**config.mk**
```make
export PLATFORM = sky130hd
export DESIGN_NAME = psum_tile_acc
export DESIGN_NICKNAME = d
export VERILOG_FILES = /design/src/rtl/psum_tile_acc.sv
export SDC_FILE = /design/constraint.sdc
export NUM_CORES = 2
export LEC_CHECK = 0
export BUFFER_PORTS_ARGS = -buffer_cell sky130_fd_sc_hd__buf_2
export CAP_MARGIN = 20
export CELL_PAD_IN_SITES_DETAIL_PLACEMENT = 2
export CELL_PAD_IN_SITES_GLOBAL_PLACEMENT = 2
export CORE_MARGIN = 2
export CORE_UTILIZATION = 30
export CTS_CLUSTER_DIAMETER = 150
export CTS_CLUSTER_SIZE = 20
export DETAILED_ROUTE_END_ITERATION = 12
export GPL_TIMING_DRIVEN = 0
export PLACE_DENSITY = 0.68
export REMOVE_ABC_BUFFERS = 1
export SLEW_MARGIN = 20
export SYNTH_ARGS = -nofsm -noshare
export SYNTH_HDL_FRONTEND = slang
export SYNTH_SLANG_ARGS = --single-unit
```
**constraint.sdc**
```tcl
create_clock -name clk -period 9.6 [get_ports clk]
set_input_delay 0.48 -clock clk [delete_from_list [all_inputs] [get_ports clk]]
set_output_delay 0.48 -clock clk [all_outputs]
set_load 0.005 [all_outputs]
```
**src/rtl/psum_tile_acc.sv**
```systemverilog
// psum_tile_acc
// Sums LANES signed partial-sum lanes over a run-time number of beats per
// output tile, for a run-time number of tiles, and presents each finished
// tile on a valid/ready output register.
//
// Build option:
//   PSUM_SAT_EN  defined   -> every addition clamps per lane to the signed
//                             DATA_WIDTH_O range, sat_flag records any clamp
//                undefined -> additions wrap modulo 2^DATA_WIDTH_O, sat_flag=0
//
// Ports:
//   clk, rst             clock, asynchronous active-low reset
//   start                one-cycle pulse, latches acc_len/num_tiles (idle only)
//   acc_len, num_tiles   beats per tile / tiles per run, 0 behaves as 1
//   in_valid/in_ready    psum beat handshake, in_psum lane k at [k*DATA_WIDTH_I +: DATA_WIDTH_I]
//   out_valid/out_ready  tile handshake, out_data lane k at [k*DATA_WIDTH_O +: DATA_WIDTH_O]
//   out_last             final tile of the run (qualified by out_valid)
//   busy                 run in progress
//   done                 pulse coinciding with the final tile handshake
//   sat_flag             sticky saturation indicator for the current run
//
// state    | meaning
// ---------+--------------------------------------------------------------
// ST_IDLE  | waiting for start, in_ready low
// ST_ACC   | accepting beats, emitting one tile per len beats
// ST_DRAIN | final tile loaded, waiting for it to be consumed
module psum_tile_acc #(
  parameter int LANES        = 32,
  parameter int DATA_WIDTH_I = 18,
  parameter int DATA_WIDTH_O = 22,
  parameter int CNT_WIDTH    = 8
) (
  input  logic                             clk,
  input  logic                             rst,
  input  logic                             start,
  input  logic [CNT_WIDTH-1:0]             acc_len,
  input  logic [CNT_WIDTH-1:0]             num_tiles,
  input  logic                             in_valid,
  output logic                             in_ready,
  input  logic [LANES*DATA_WIDTH_I-1:0]    in_psum,
  output logic                             out_valid,
  input  logic                             out_ready,
  output logic [LANES*DATA_WIDTH_O-1:0]    out_data,
  output logic                             out_last,
  output logic                             busy,
  output logic                             done,
  output logic                             sat_flag
);

`ifdef PSUM_SAT_EN
  // One guard bit so a signed overflow is visible before clamping.
  localparam int SUM_W = DATA_WIDTH_O + 1;
`else
  // Wrapping needs only the low DATA_WIDTH_O bits of the wider sum.
  localparam int SUM_W = DATA_WIDTH_O;
`endif

  localparam int AW = LANES * DATA_WIDTH_O;

  typedef enum logic [1:0] {
    ST_IDLE  = 2'd0,
    ST_ACC   = 2'd1,
    ST_DRAIN = 2'd2
  } state_e;

  state_e                state_q, state_d;
  logic [CNT_WIDTH-1:0]  len_m1_q, len_m1_d;
  logic [CNT_WIDTH-1:0]  beat_left_q, beat_left_d;
  logic [CNT_WIDTH-1:0]  tile_left_q, tile_left_d;
  logic [AW-1:0]         acc_q, acc_d;
  logic [AW-1:0]         out_data_q, out_data_d;
  logic                  out_valid_q, out_valid_d;
  logic                  out_last_q, out_last_d;
  logic                  sat_q, sat_d;

  logic                  beat_accept;
  logic                  last_beat;
  logic                  last_tile;
  logic                  first_beat;
  logic                  out_hs;
  logic [AW-1:0]         sum_vec;
  logic [LANES-1:0]      clamp_vec;

  // Beat and tile counters run down to a terminal count of zero.
  assign last_beat   = (beat_left_q == '0);
  assign last_tile   = (tile_left_q == '0);
  assign first_beat  = (beat_left_q == len_m1_q);
  assign out_hs      = out_valid_q && out_ready;
  assign beat_accept = in_valid && in_ready;

  // Per-lane adder: the first beat of a tile starts from zero instead of
  // the stale accumulator, so accumulators never need an explicit clear.
  for (genvar k = 0; k < LANES; k++) begin : g_lane
    logic signed [DATA_WIDTH_I-1:0] psum_k;
    logic signed [DATA_WIDTH_O-1:0] acc_k;
    logic signed [SUM_W-1:0]        addend_k;
    logic signed [SUM_W-1:0]        base_k;
    logic signed [SUM_W-1:0]        sum_k;

    assign psum_k   = in_psum[k*DATA_WIDTH_I +: DATA_WIDTH_I];
    assign acc_k    = acc_q[k*DATA_WIDTH_O +: DATA_WIDTH_O];
    assign addend_k = SUM_W'(psum_k);
    assign base_k   = first_beat ? '0 : SUM_W'(acc_k);
    assign sum_k    = base_k + addend_k;

`ifdef PSUM_SAT_EN
    // Guard bit disagreeing with the sign bit means the result left range.
    assign clamp_vec[k] = sum_k[SUM_W-1] ^ sum_k[SUM_W-2];
    assign sum_vec[k*DATA_WIDTH_O +: DATA_WIDTH_O] =
        !clamp_vec[k]     ? sum_k[DATA_WIDTH_O-1:0] :
        sum_k[SUM_W-1]    ? {1'b1, {(DATA_WIDTH_O-1){1'b0}}} :
                            {1'b0, {(DATA_WIDTH_O-1){1'b1}}};
`else
    assign clamp_vec[k] = 1'b0;
    assign sum_vec[k*DATA_WIDTH_O +: DATA_WIDTH_O] = sum_k;
`endif
  end

  // FSM: state register
  always_ff @(posedge clk or negedge rst) begin
    if (!rst) begin
      state_q <= ST_IDLE;
    end else begin
      state_q <= state_d;
    end
  end

  // FSM: next state
  always_comb begin
    state_d = state_q;
    case (state_q)
      ST_IDLE: begin
        if (start) state_d = ST_ACC;
      end
      ST_ACC: begin
        if (beat_accept && last_beat && last_tile) state_d = ST_DRAIN;
      end
      ST_DRAIN: begin
        if (out_hs) state_d = ST_IDLE;
      end
      default: state_d = ST_IDLE;
    endcase
  end

  // FSM: outputs
  always_comb begin
    // The final beat of a tile needs the output register, so it waits while
    // the previous tile is still held; other beats never stall.
    in_ready = (state_q == ST_ACC) && !(last_beat && out_valid_q && !out_ready);
    busy     = (state_q != ST_IDLE);
    done     = (state_q == ST_DRAIN) && out_hs && out_last_q;
  end

  // Datapath and counters
  always_comb begin
    len_m1_d    = len_m1_q;
    beat_left_d = beat_left_q;
    tile_left_d = tile_left_q;
    acc_d       = acc_q;
    out_data_d  = out_data_q;
    out_valid_d = out_valid_q;
    out_last_d  = out_last_q;
    sat_d       = sat_q;

    if (state_q == ST_IDLE && start) begin
      len_m1_d    = (acc_len   == '0) ? '0 : acc_len   - CNT_WIDTH'(1);
      beat_left_d = (acc_len   == '0) ? '0 : acc_len   - CNT_WIDTH'(1);
      tile_left_d = (num_tiles == '0) ? '0 : num_tiles - CNT_WIDTH'(1);
      acc_d       = '0;
      sat_d       = 1'b0;
    end

    if (out_hs) out_valid_d = 1'b0;

    if (beat_accept) begin
      sat_d = sat_q | (|clamp_vec);
      if (last_beat) begin
        // Reload takes priority over the clear from a same-cycle handshake.
        out_data_d  = sum_vec;
        out_valid_d = 1'b1;
        out_last_d  = last_tile;
        beat_left_d = len_m1_q;
        if (!last_tile) tile_left_d = tile_left_q - CNT_WIDTH'(1);
      end else begin
        acc_d       = sum_vec;
        beat_left_d = beat_left_q - CNT_WIDTH'(1);
      end
    end
  end

  always_ff @(posedge clk or negedge rst) begin
    if (!rst) begin
      len_m1_q    <= '0;
      beat_left_q <= '0;
      tile_left_q <= '0;
      acc_q       <= '0;
      out_data_q  <= '0;
      out_valid_q <= 1'b0;
      out_last_q  <= 1'b0;
      sat_q       <= 1'b0;
    end else begin
      len_m1_q    <= len_m1_d;
      beat_left_q <= beat_left_d;
      tile_left_q <= tile_left_d;
      acc_q       <= acc_d;
      out_data_q  <= out_data_d;
      out_valid_q <= out_valid_d;
      out_last_q  <= out_last_d;
      sat_q       <= sat_d;
    end
  end

  assign out_valid = out_valid_q;
  assign out_data  = out_data_q;
  assign out_last  = out_last_q;
  assign sat_flag  = sat_q;

endmodule
```
### Word-level counts from Yosys, hierarchy flattened

Index checks and enable logic that the tools add are counted.

| storage, ports and cells | value |
|---|---|
| input port bits | 597 |
| flip-flop bits (word level) | 1436 |
| output and inout bits | 710 |

| operators by class | value |
|---|---|
| muxes and demuxes | 51 |
| $add $sub $neg | 36 |
| equal/unequal tests | 6 |
| reductions and logical operators | 21 |

Operator list:

| cell | count |
|---|---|
| $mux W704 | 3 |
| $add A22 B18 Y22 | 32 |
| $mux W22 | 32 |
| $mux W8 | 9 |
| $logic_not A8 Y1 | 4 |
| $sub A8 B1 Y8 const B | 4 |
| $logic_and A1 B1 Y1 | 10 |
| $eq A8 B8 Y1 | 1 |
| $mux W2 | 3 |
| $ne A2 B2 Y1 const B | 3 |
| $pmux W2 S3 | 1 |
| $reduce_bool A2 Y1 | 2 |
| $mux W1 | 3 |
| $reduce_and A3 Y1 | 1 |
| $eq A2 B1 Y1 const B | 1 |
| $eq A2 B2 Y1 const B | 1 |
| $logic_not A1 Y1 | 2 |
| $logic_not A2 Y1 | 1 |
| $reduce_and A2 Y1 | 1 |

### Depth between registers and ports, before layout

| depth | value |
|---|---|
| depth in word-level cells | 10 |
| mapped depth | 20 |

### Worst setup path after synthesis

No wires, ideal clock.

| timing | value |
|---|---|
| kind | flip-flop to flip-flop |
| from | reg beat_left_q[2] |
| to | reg out_data_q[656], in the netlist out_data[656] |
| buffers on the path | 5 |
| setup slack | 5.527 ns |
| stages on the path, launching flop included | 21 |
| data arrival time | 4.004 ns |
| cell sequence | dfrtp_1 buf_2 xor2_1 nor4_1 nand2_1 buf_2 clkbuf_1 clkbuf_1 clkbuf_1 and2_1 ha_1 inv_1 fa_1 nor2b_1 o21ai_0 a21boi_0 o21ai_1 o21ai_1 a2111oi_1 or4_1 nand3_1 |

| on the way | value |
|---|---|
| cells in the longest elaborated chain, start to end | 7 |
| elaborated cells on any way between the ends | 10 |

RTL lines:

| item | line | RTL |
|---|---|---|
| from (decl) | 68 | `logic [CNT_WIDTH-1:0] beat_left_q, beat_left_d;` |
| from (signal assigned) | 203 | `beat_left_q <= beat_left_d;` |
| branches (longest 7 deep; another with $add A22 B18 Y22) | - |  |
| to (signal assigned) | 206 | `out_data_q <= out_data_d;` |
| to (decl) | 71 | `logic [AW-1:0] out_data_q, out_data_d;` |

Parallel ways; which one is timed is not known.
A chain may end at the register's enable or synchronous reset.

### Worst setup path after layout

| timing | value |
|---|---|
| from | reg beat_left_q[5] |
| to | reg acc_q[681] |

| on the way | value |
|---|---|
| cells in the longest elaborated chain, start to end | 7 |
| elaborated cells on any way between the ends | 11 |

RTL lines:

| item | line | RTL |
|---|---|---|
| branches (longest 6 deep; another with $add A22 B18 Y22) | - |  |
| $mux W704 * | 175 | `if (beat_accept) begin` |
| via acc_d[681] | 70 | `logic [AW-1:0] acc_q, acc_d;` |
| to (signal assigned) | 196 | `acc_q <= '0;` |
| to (signal assigned) | 205 | `acc_q <= acc_d;` |
| to (decl) | 70 |  |

Mark *: on every way through the listed nets, which the timed path passes.

==> run metrics <==
Final WS setup=3.834 ns; Skew-Pair Late Insertion Delay=0.86 ns; synth warn=0; sequential share of the synthesized area=0.3948; relative slew slack=0.3487; RSZ-0062 raised after global routing=false; wire per inst=24.76 um; hpwl dp=295.3 mm; total clock sinks=1,436; grt met1 use=0.2780; CTS tree=done; first-pass GRT wire length=576.5 mm; Pwr Density=324.2 nW/um^2; post-cts sizing count=0; most instantiated library cell after synthesis=nand2_1; Post-CTS Setup Repair Bufs=0; PortBufs=1,305; final instance area=106,200 um^2; reg2reg start=beat_left_q[5]; total gr overflow=0; Hold Startpoint=acc_len[4]; pre-CTS WS=3.894 ns; status=complete, no violations; Commonest cells post-synth=1,777 x nand2_1, 1,436 x dfrtp_1, 830 x o21ai_0, 677 x ha_1, 668 x and2_1; num ports=1,307; critical path class=reg -> reg; post-synthesis cell count=10,270; Routed Antenna Nets=0; Pre-antenna DRT Iters=6; CP Max Fanout=55; period utilisation layout=0.6006; most used routing layer=met2; syn avg cell area=8.864 um^2; r2r worst-path depth=18; Total Nets Final=12,580; Worst Hold Endpoint=len_m1_q[4]; global routing usage on met2=0.4120; pin count of the biggest net entering global routing=128; Starting Density=0.3011; Worst Max-Slew Pin Slew=0.9745 ns; RR Endpoint=acc_q[681]; final hold vios=0; Hold Path Class=in -> reg; setup slack, reg-to-reg=3.83 ns; post-synth top area share=0.3948; Residual DRC=0; delay-heaviest family, CP=compound AO/OA/AOI/OAI gates; Final Setup Violations=0; htree depth=3; critical path's slowest cell=a211oi_1; Initial DRC Count=3,495; Die ar.=307,800 um^2; routability cong.=0.8655; Largest stage delay, worst path=0.63 ns; layout cells sized above 1=0.1583; Max Fclk=173.4 MHz; worst path bufs/invs=5; Fill cells=34,040; CP arrival=6.49 ns; Startpoint Class=register; Min Clock Period, post-route=5.766 ns; Critical Path RT=10.32 ns; Tot Pwr=34.42 mW; EDFF count, synth=0; antenna violations before repair=218; WHS Path Cells=4; Yosys cell types=89; post-synthesis async set-or-reset flop share=1.000; Setup Skew=0.04220 ns; mapped cell area=91,020 um^2; Worst path most repeated cell=buf_16; top post-synthesis cells by area=dfrtp_1 39%, ha_1 9.3%, nand2_1 7.3%; Leak=53.39 nW; setup_tns=0 ns; Main synth FF type=dfrtp_1; Core Box Area=302,300 um^2; global-route met3 utilization=0.07259; vias in the first global route=90,650; Core Util, Final=0.3512; register bit count reported by yosys=1,436; die height=554.8 um; Max Buffers Root-to-Sink=4; peak supply drop=0.0001407 V; Die Wd=554.8 um; WL final=379.9 mm; total track usage=0.2409; Clock transition at path regs=0.09 ns; crit path capture type=register; # rows=202; Area Growth Syn to Fin=16.64%; total number of vias=81,970; Root Driver=clkbuf_16; placed inst area=103,200 um^2; total CTS buffers=87; Max-Cap Viols=0; Slew Viols, Final=0; critical path cell sequence=xor2_1 -> nor4_1 -> nand2_4 -> buf_16 -> buf_16 -> buf_16 -> buf_12 -> nand2_1 -> inv_1 -> ha_1 -> a21o_1 -> a21o_1 -> a211oi_1 -> o21ai_0 -> a41oi_1 -> o211ai_1 -> xnor2_1 -> o21ai_0; cell taking the most area after synthesis=dfrtp_1; drt via density=5.341
## worst max-delay path by stage
| stage | start | end | slack [ns] | cells past startpoint |
|---|---|---|---|---|
| finish | beat_left_q[5] | acc_q[681] | 3.83 | 18 |
| global route | beat_left_q[5] | acc_q[681] | 3.45 | 18 |
| CTS | beat_left_q[5] | acc_q[681] | 3.85 | 18 |
| detailed placement | beat_left_q[5] | acc_q[681] | 3.89 | 18 |
| global placement | beat_left_q[0] | acc_q[547] | -186.43 | 6 |
| floorplan | beat_left_q[0] | acc_q[102] | -29.89 | 7 |
## cell type report
| class | count | area (um^2) | share of cell area |
|---|---|---|---|
| Timing Repair Buffer | 1469 | 9935 | 0.09357 |
| Clock inverter | 6 | 82.58 | 0.0007778 |
| Antenna cell | 89 | 222.7 | 0.002098 |
| Sequential cell | 1436 | 35930 | 0.3385 |
| Inverter | 221 | 829.5 | 0.007813 |
| Tap cell | 3978 | 4977 | 0.04688 |
| Multi-Input combinational cell | 8057 | 51960 | 0.4894 |
| Clock buffer | 90 | 2230 | 0.02100 |
## kinds of logic (layout without fill, tap and decap cells)
logic type               Yosys count  in the layout  synth area share
AND/OR/NAND/NOR                 3974           3974            0.2064
AO/OA/AOI/OAI                   2524           2524            0.1763
flip-flops                      1436           1436            0.3948
buffers and inverters            776           1786           0.03490
adder cells (fa/ha/maj)          709            709            0.1001
XOR/XNOR                         626            626           0.06023
multiplexers                     223            223           0.02731
other                              1             90        0.00004120
## sequential cells by signal, indices dropped and copies added, names as in the netlist
| name | count |
|---|---|
| acc_q | 704 |
| len_m1_q | 8 |
| tile_left_q | 8 |
| out_valid | 1 |
| out_last | 1 |
| state_q | 2 |
| out_data | 704 |
| beat_left_q | 8 |
## layout by cell type (no fill, tap or decap), types with 45 or more instances in the layout
| cell type | synthesis | routed |
|---|---|---|
| nand2_1 | 1777 | 1774 |
| dfrtp_1 | 1436 | 1436 |
| buf_2 | 177 | 1304 |
| o21ai_0 | 830 | 829 |
| ha_1 | 677 | 677 |
| and2_1 | 668 | 667 |
| nand3_1 | 600 | 600 |
| a21oi_1 | 463 | 463 |
| nor2_1 | 387 | 385 |
| xnor2_1 | 384 | 384 |
| a21o_1 | 365 | 365 |
| xor2_1 | 242 | 242 |
| inv_1 | 221 | 221 |
| mux2_2 | 203 | 203 |
| a22o_1 | 154 | 154 |
| a31oi_1 | 139 | 139 |
| nor2b_1 | 106 | 106 |
| diode_2 | 0 | 89 |
| and3_1 | 88 | 88 |
| clkbuf_16 | 0 | 88 |
| nand4_1 | 87 | 87 |
| buf_16 | 0 | 74 |
| o21a_1 | 71 | 71 |
| nor3_1 | 61 | 61 |
| a211oi_1 | 60 | 60 |
| nand2b_1 | 50 | 50 |
| o21bai_1 | 49 | 49 |
| buf_12 | 0 | 46 |
| dlygate4sd3_1 | 0 | 45 |
## tightest hold or removal path, delay by kind of cell
kind | cells | cell delay (ns)
compound gates | 2 | 0.25
buf+inv | 1 | 0.12
simple gates | 1 | 0.05
## power breakdown
group | switching, mW | internal [mW] | total, mW
clock network | 2.38 | 1.67 | 4.05
logic | 12.0 | 8.33 | 20.4
registers | 1.36 | 8.64 | 10.0
## layer usage
metal  share of wire  up-vias
li1                -    37880
met1            0.40    41790
met2            0.48     1535
met3           0.071      633
met4           0.045      132
met5          0.0022        -
## metrics by stage
step,instances,hold WS [ns]
after CTS,15260,0.0004521
final,15350,0.07800
after detailed placement,15120,0.4337
after floorplan,9714,0.1844
after global routing,15310,0.01500
after global placement,15000,0.4533
## repair_timing
item,4_1_cts,5_1_grt
hold endpoints to repair,155,0
endpoints found under the setup margin,0,0
hold buffers,45,0
No activity file was read; power rests on OpenSTA's default activity.
